--- src/rtl/i2s_tx_master.sv ---
// Stereo I2S / left-justified transmitter, master mode.
// Divides clk_i down to SCK, drives WS, and shifts AUDIO_DW-bit samples out
// MSB-first inside SLOT_DW-bit slots. A one-frame holding buffer decouples
// the sample source from the frame timing; an empty buffer at frame load
// sends a silent frame and pulses underrun_o.
module i2s_tx_master #(
    parameter int AUDIO_DW = 16,
    parameter int SLOT_DW  = 32,
    parameter int CLK_DIV  = 4
) (
    input  logic                clk_i,
    input  logic                rst_ni,
    input  logic                en_i,
    input  logic                mode_i,
    input  logic [AUDIO_DW-1:0] l_data_i,
    input  logic [AUDIO_DW-1:0] r_data_i,
    input  logic                data_valid_i,
    output logic                data_ready_o,
    output logic                sck_o,
    output logic                ws_o,
    output logic                sd_o,
    output logic                frame_start_o,
    output logic                underrun_o
);

    localparam int BIT_W = $clog2(2 * SLOT_DW);
    localparam int DIV_W = (CLK_DIV > 1) ? $clog2(CLK_DIV) : 1;

    localparam logic [DIV_W-1:0] DIV_LAST = DIV_W'(CLK_DIV - 1);
    localparam logic [BIT_W-1:0] BIT_LAST = BIT_W'(2 * SLOT_DW - 1);
    localparam logic [BIT_W-1:0] SLOT_LEN = BIT_W'(SLOT_DW);

    // Holding buffer
    logic                hold_valid;
    logic [AUDIO_DW-1:0] hold_l;
    logic [AUDIO_DW-1:0] hold_r;

    // Active frame
    logic [AUDIO_DW-1:0] act_l;
    logic [AUDIO_DW-1:0] act_r;
    logic                mode_q;

    // Bit timing
    logic                running;
    logic [DIV_W-1:0]    div_cnt;
    logic                sck_q;
    logic [BIT_W-1:0]    bit_cnt;
    logic                dly_q;

    logic                frame_start_q;
    logic                underrun_q;

    // Decoded events
    logic                div_wrap;
    logic                fall_tick;
    logic                start_load;
    logic                frame_load;
    logic                accept;

    // Serial mapping
    logic                in_right;
    logic [BIT_W-1:0]    slot_pos;
    logic [AUDIO_DW-1:0] cur_word;
    logic [AUDIO_DW-1:0] shifted;
    logic                lj_bit;

    // Handshake: a pair transfers on any clk_i edge where data_valid_i and
    // data_ready_o are both high; data_ready_o depends only on the buffer
    // state (never on data_valid_i), and the source must hold data stable
    // while data_valid_i is high and data_ready_o is low.
    assign accept       = data_valid_i && !hold_valid;
    assign data_ready_o = !hold_valid;

    // Event decode; disable (en_i low) overrides every timing event.
    always_comb begin
        div_wrap   = running && en_i && (div_cnt == DIV_LAST);
        fall_tick  = div_wrap && sck_q;
        start_load = en_i && !running;
        frame_load = start_load || (fall_tick && (bit_cnt == BIT_LAST));
    end

    // Select the current slot's word and pick its MSB-first bit; shifting by
    // a slot position past the sample width yields the zero padding.
    always_comb begin
        in_right = (bit_cnt >= SLOT_LEN);
        slot_pos = in_right ? (bit_cnt - SLOT_LEN) : bit_cnt;
        cur_word = in_right ? act_r : act_l;
        shifted  = cur_word << slot_pos;
        lj_bit   = shifted[AUDIO_DW-1];
    end

    assign sck_o         = sck_q;
    assign ws_o          = running && in_right;
    assign sd_o          = running && (mode_q ? lj_bit : dly_q);
    assign frame_start_o = frame_start_q;
    assign underrun_o    = underrun_q;

    // Holding buffer: a load drains a full buffer; otherwise accept a new pair.
    always_ff @(posedge clk_i or negedge rst_ni) begin
        if (!rst_ni) begin
            hold_valid <= 1'b0;
            hold_l     <= '0;
            hold_r     <= '0;
        end else if (frame_load && hold_valid) begin
            hold_valid <= 1'b0;
        end else if (accept) begin
            hold_valid <= 1'b1;
            hold_l     <= l_data_i;
            hold_r     <= r_data_i;
        end
    end

    // Frame load: capture mode and the next pair (or silence) plus status pulses.
    always_ff @(posedge clk_i or negedge rst_ni) begin
        if (!rst_ni) begin
            act_l         <= '0;
            act_r         <= '0;
            mode_q        <= 1'b0;
            frame_start_q <= 1'b0;
            underrun_q    <= 1'b0;
        end else begin
            frame_start_q <= frame_load;
            underrun_q    <= frame_load && !hold_valid;
            if (frame_load) begin
                mode_q <= mode_i;
                act_l  <= hold_valid ? hold_l : '0;
                act_r  <= hold_valid ? hold_r : '0;
            end
        end
    end

    // SCK divider, bit counter and one-bit I2S delay; WS/SD change with SCK's fall.
    always_ff @(posedge clk_i or negedge rst_ni) begin
        if (!rst_ni) begin
            running <= 1'b0;
            div_cnt <= '0;
            sck_q   <= 1'b0;
            bit_cnt <= '0;
            dly_q   <= 1'b0;
        end else if (!en_i) begin
            running <= 1'b0;
            div_cnt <= '0;
            sck_q   <= 1'b0;
            bit_cnt <= '0;
            dly_q   <= 1'b0;
        end else if (!running) begin
            running <= 1'b1;
            div_cnt <= '0;
            sck_q   <= 1'b0;
            bit_cnt <= '0;
            dly_q   <= 1'b0;
        end else begin
            if (div_wrap) begin
                div_cnt <= '0;
                sck_q   <= !sck_q;
            end else begin
                div_cnt <= div_cnt + DIV_W'(1);
            end
            if (fall_tick) begin
                dly_q   <= lj_bit;
                bit_cnt <= (bit_cnt == BIT_LAST) ? '0 : bit_cnt + BIT_W'(1);
            end
        end
    end

endmodule

--- config.mk ---
export PLATFORM = sky130hd
export DESIGN_NAME = i2s_tx_master
export DESIGN_NICKNAME = d
export VERILOG_FILES = /design/src/rtl/i2s_tx_master.sv
export SDC_FILE = /design/constraint.sdc
export NUM_CORES = 1
export LEC_CHECK = 0
export CAP_MARGIN = 5
export CORE_ASPECT_RATIO = 0.9
export CORE_MARGIN = 2
export CORE_UTILIZATION = 30
export CTS_CLUSTER_DIAMETER = 150
export DETAILED_ROUTE_END_ITERATION = 7
export PLACE_DENSITY_LB_ADDON = 0.05
export SYNTH_ARGS = -nofsm -noshare
export SYNTH_HDL_FRONTEND = slang
export SYNTH_SLANG_ARGS = --single-unit
export TNS_END_PERCENT = 5
--- constraint.sdc ---
create_clock -name clk_i -period 2.99 [get_ports clk_i]
set_clock_uncertainty 0.2 [all_clocks]
set_input_delay 0.598 -clock clk_i [delete_from_list [all_inputs] [get_ports clk_i]]
set_output_delay 0.598 -clock clk_i [all_outputs]
set_load 0.05 [all_outputs]
### Yosys cells after proc, flatten, opt, wreduce, memory -nomap -nowiden

Index checks and enable logic that the tools add are counted.
Widths: inputs -> output; s select.

| storage, ports and cells | value |
|---|---|
| flip-flop bits (word level) | 79 |
| input bits | 37 |
| output and inout bits | 6 |
| word-level logic and storage cells | 60 |

| operators by class | value |
|---|---|
| add/subtract/negate cells | 3 |
| $lt $le $gt $ge | 1 |
| equal/unequal tests | 4 |
| shifts and indexed selects | 1 |
| mux-type cells | 21 |
| bitwise logic cells | 1 |
| reduce and logical (&&, ||, !) cells | 16 |

Operators by type and width:

| cell | number |
|---|---|
| $mux 16 | 3 |
| $mux 6 | 5 |
| $shl 16x6->16 | 1 |
| $logic_and 1x1->1 | 10 |
| $mux 1 | 10 |
| $add 6x1->6 const B | 1 |
| $eq 6x6->1 const B | 1 |
| $ge 6x6->1 const B | 1 |
| $mux 2 | 3 |
| $ne 3x2->1 const B | 2 |
| $sub 6x6->6 const B | 1 |
| $logic_not 1->1 | 3 |
| $add 2x1->2 const B | 1 |
| $eq 2x2->1 const B | 1 |
| $reduce_and 2->1 | 1 |
| $reduce_bool 2->1 | 1 |
| $logic_or 1x1->1 | 1 |
| $not 1->1 | 1 |

### Depth between registers and ports, before layout

| depth | value |
|---|---|
| depth after elaboration | 8 |
| depth in mapped cells | 9 |
| mapped depth without buffers | 6 |

### Worst setup path before layout

Ideal clock, no wire load.

| path | value |
|---|---|
| path type | flip-flop to output port |
| start | register bit_cnt[5] |
| end | output sd_o |
| data arrival time | 2,098 ps |
| data required time | 2,192 ps |
| slack | 94 ps |
| cell stages (with the launch flop) | 7 |
| buffers on the path | 1 |
| cells stage by stage | dfrtp_1 buf_6 mux2i_1 a22o_1 o311a_1 or4_4 o22ai_2 |

| on the way | value |
|---|---|
| word-level cells in the longest chain between the ends | 5 |
| elaborated cells on any way between the ends | 7 |
| those cells by class | add/sub: 1; order compare: 1; shift: 1; mux: 3; reduce/logical: 1 |

Ends and longest elaborated chain:

| item | RTL line | text |
|---|---|---|
| from (decl) | 47 | `logic [BIT_W-1:0] bit_cnt;` |
| from (signal assigned) | 161 | `bit_cnt <= (bit_cnt == BIT_LAST) ? '0 : bit_cnt + BIT_W'(1);` |
| $sub 6x6->6 or $ge 6x6->1 (tied branches) | 86, 85 |  |
| $mux 6 or $mux 16 (tied branches) | 86, 87 |  |
| $shl 16x6->16 * | 88 | `shifted = cur_word << slot_pos;` |
| $mux 1 * | 94 | `assign sd_o = running && (mode_q ? lj_bit : dly_q);` |
| $logic_and 1x1->1 * | 94 |  |
| to (decl) | 21 | `output logic sd_o,` |

Every way passes the cells marked *; elsewhere a longest branch is shown, timed or not.

### Worst setup path in the final report

Same ends and word-level chain as after synthesis.

==> flow_summary.toml <==
[timing]
whs_ns = 0.0837
setup_tns_ns = -0.0870
hold_viol = 0
worstMarginPinSlew_ns = 0.620
finalCritPeriodShare_pct = 103
fmax_ghz = 0.325
setup_viol = 1
slew_violations = 0
period_needed_ns = 3.08
timing.final.ws_setup_ns = -0.0870
rsz0062_at_grt = "true"
maxSlewHeadroom_pct = 58.6

[finish]
area_growth_pct = 27.0
drive_above_1_share_pct = 19.8
nFillCells = 1158
antenna_cells = 0
fin_nets = 394

[floorplan]
ios = 43
die_w_um = 117
rows = 37
die_h_um = 106
start_util_pct = 30.4
die_area_um2 = 12300
core-area_um2 = 11300

[routing]
dr.pass1.iters = 4
drt-wirelength-per-cell_um = 14.1
drc = 0
postRouteAntennaNets = 0
num_vias = 2344
routed_wl_um = 7260
drt-initial-drc-count = 87
via_per_inst = 4.55

[clock_tree]
cts_root_buf = "clkbuf_16"
cts_made_buffers = 9
path_clk_slew_ns = 0.06
cts.htree.levels = 3
insertion_delay_ns = 0.33
cts.sinks = 79
cts_tree = "yes"
cts_max_path_buffers = 2
postCtsHoldBufs = 0

[grt]
grt_pass1_vias = 2384
grt_first_pass_wirelength_um = 12300
grt_use_met3_pct = 4.14
grt_use_met1_pct = 18.0
grt_usage_pct = 13.3
antenna_found_initial = 0
grt_max_degree = 48
met2_usage_pct = 19.9
grt_remaining_overflow = 0
gr-max-usage-layer = "met2"

[setup_path]
path_cells = "buf_8 > mux2i_1 > a22oi_1 > a311oi_1 > or4_4 > o22ai_4 > buf_12"
critPathMaxFanout = 7
path_buf_inv = 2
end_kind = "primary output"
slowest_stage = "or4_4"
critPathTopFamily = "simple AND/OR/NAND/NOR gates"
path_class = "flop to primary output"
critPathMaxStageDelay_ns = 0.55
cp-start-kind = "flop"
r2r_setup_slack_ns = 0.79
crit_required_ns = 2.19
cp.arrival_ns = 2.28

[yosys]
synthesis.nets = 349
synthCells = 309
ys_ff_latch = 79
syn_area_um2 = 3440
avgSynthCellArea_um2 = 11.1
ys_warn_count = 0
synth.distinct_cells = 38
yosysSeqAreaShare_pct = 57.5

[power_and_ir_drop]
ir_worst_vdd_uv = 436
power_leakage_nw = 1.85
power_density_nw_per_um2 = 713

[outcome]
violations = "setup timing"
status = "complete, but fails checks"

[placement]
io_buffers = 42
dp_hpwl_um = 5140
gp_congestion = 0.897

[flow_run]
cap_violations = 0

[min_path]
min_path_type = "primary input to async pin"
-- state kept, by name, summed over array words and instances (netlist names) --
signal / flops
dly_q: 1
hold_r: 16
mode_q: 1
running: 1
underrun_o: 1
act_r: 16
sck_o: 1
div_cnt: 2
hold_valid: 1
frame_start_o: 1
hold_l: 16
act_l: 16
bit_cnt: 6
-- power by group --
group	total [mW]	leakage [nW]	switching, mW	internal (mW)
clock	0.969	0.126	0.411	0.558
sequential	1.54	0.986	0.177	1.37
combinational	0.600	0.734	0.278	0.322
total	3.11	1.85	0.866	2.25
-- final timing paths --
| path | start | endpoint | depth (start not counted) |
|---|---|---|---|
| setup / recovery | bit_cnt[5]$_DFFE_PN0P_ | sd_o | 7 |
| hold / removal | rst_ni | hold_l[10]$_DFFE_PN0P_ | 1 |
| setup reg to reg | div_cnt[0]$_DFF_PN0_ | act_l[6]$_DFFE_PN0N_ | 6 |
| hold reg to reg | div_cnt[0]$_DFF_PN0_ | div_cnt[0]$_DFF_PN0_ | 1 |
| max in group asynchronous | rst_ni | bit_cnt[5]$_DFFE_PN0P_ | 2 |
| min in group clk_i | div_cnt[0]$_DFF_PN0_ | div_cnt[0]$_DFF_PN0_ | 1 |
-- cells in the final DEF, fill, tap and decap left out, types with 2 or more instances in the layout --
| master | n |
|---|---|
| mux2i_1 | 12 |
| a22oi_1 | 2 |
| a211oi_1 | 2 |
| clkdlybuf4s50_1 | 39 |
| clkbuf_16 | 9 |
| buf_12 | 3 |
| o21ai_0 | 32 |
| ha_1 | 3 |
| nand2_1 | 71 |
| buf_4 | 11 |
| nand3_1 | 6 |
| mux2_2 | 35 |
| inv_1 | 6 |
| clkbuf_1 | 3 |
| a311oi_1 | 3 |
| nor2_1 | 8 |
| clkinv_2 | 3 |
| a22o_1 | 2 |
| xnor2_1 | 5 |
| and4_1 | 2 |
| nor2b_1 | 2 |
| dfrtp_1 | 77 |
| dfrtp_2 | 2 |
-- worst reg2reg max path, stage by stage (launching register included) --
cell and delay, ns:
dfrtp_1 0.38, ha_1 0.25, and4_1 0.20, and4_1 0.26
a32oi_4 0.33, buf_4 0.31, o21ai_0 0.14
-- kinds of logic after synthesis --
family / synth area share, %
compound gates: 9.17
xor+xnor: 1.53
fa+ha+maj: 1.09
buf+inv: 3.78
flops: 57.5
mux: 15.0
simple gates: 12.0
-- cell usage after synthesis --
library cell   n  share of area (%)
buf_2          4               0.58
nor2_1         8               0.87
xor2_1         1               0.25
a211oi_1       2               0.44
and2b_1        1               0.22
o21ai_0       32                4.7
nand4_1        1               0.18
o211ai_1       1               0.22
o31ai_1        1               0.22
nand3_1        6               0.87
dfrtp_1       79                 57
a32oi_2        1               0.47
o311a_1        1               0.29
mux2i_1       12                3.5
o22ai_1        1               0.18
o21ai_1        1               0.15
clkbuf_1      11                1.2
mux2_2        35                 11
buf_6          1               0.33
a311oi_1       3               0.76
nor3_1         1               0.15
nor2b_1        3               0.55
clkbuf_2       1               0.15
and4_1         2               0.51
and3_1         1               0.18
inv_1          6               0.65
buf_4          4               0.87
ha_1           3                1.1
o22ai_2        1               0.36
or4_4          1               0.33
a31o_2         1               0.25
a22oi_1        2               0.44
a22o_1         2               0.51
nand2b_1       1               0.18
a21o_1         1               0.22
nand2_1       71                7.8
and2_1         1               0.18
xnor2_1        5                1.3
-- layout make-up --
class | instances | area (um2) | share of cell area [%]
Sequential cell | 79 | 1980 | 45.3
Multi-Input combinational cell | 203 | 1350 | 31.0
Timing Repair Buffer | 55 | 559 | 12.8
Clock buffer | 12 | 236 | 5.41
Tap cell | 156 | 195 | 4.47
Clock inverter | 4 | 22.5 | 0.516
Inverter | 6 | 22.5 | 0.516
-- stage by stage --
stage / total power, mW / setup WS (ns) / utilization [%] / instance area [um2] / std cells
final: 3.11 / -0.0870 / 38.7 / 4370 / 515
after global routing: 3.33 / -0.234 / 38.7 / 4370 / 515
after CTS: 3.17 / -0.113 / 38.7 / 4370 / 515
after detailed placement: 2.19 / 0.115 / 36.1 / 4070 / 497
after global placement: 2.17 / 0.135 / 36.1 / 4070 / 497
after floorplan: 1.93 / 0.0943 / - / 3440 / 309
-- what timing repair did --
item / in CTS / in global routing
gates cloned: 0 / 0
endpoints found under the setup margin: 1 / 1
resized for setup: 6 / 0
pin swaps: 3 / 0
setup buffers: 2 / 0
-- routing by layer --
metal  vias to the layer above  part of all wire, %
li1                       1138                    -
met1                      1150                   48
met2                        44                   46
met3                        12                  4.0
met4                         0                  1.8
met5                         -                    0
No activity file was read; power rests on OpenSTA's default activity.
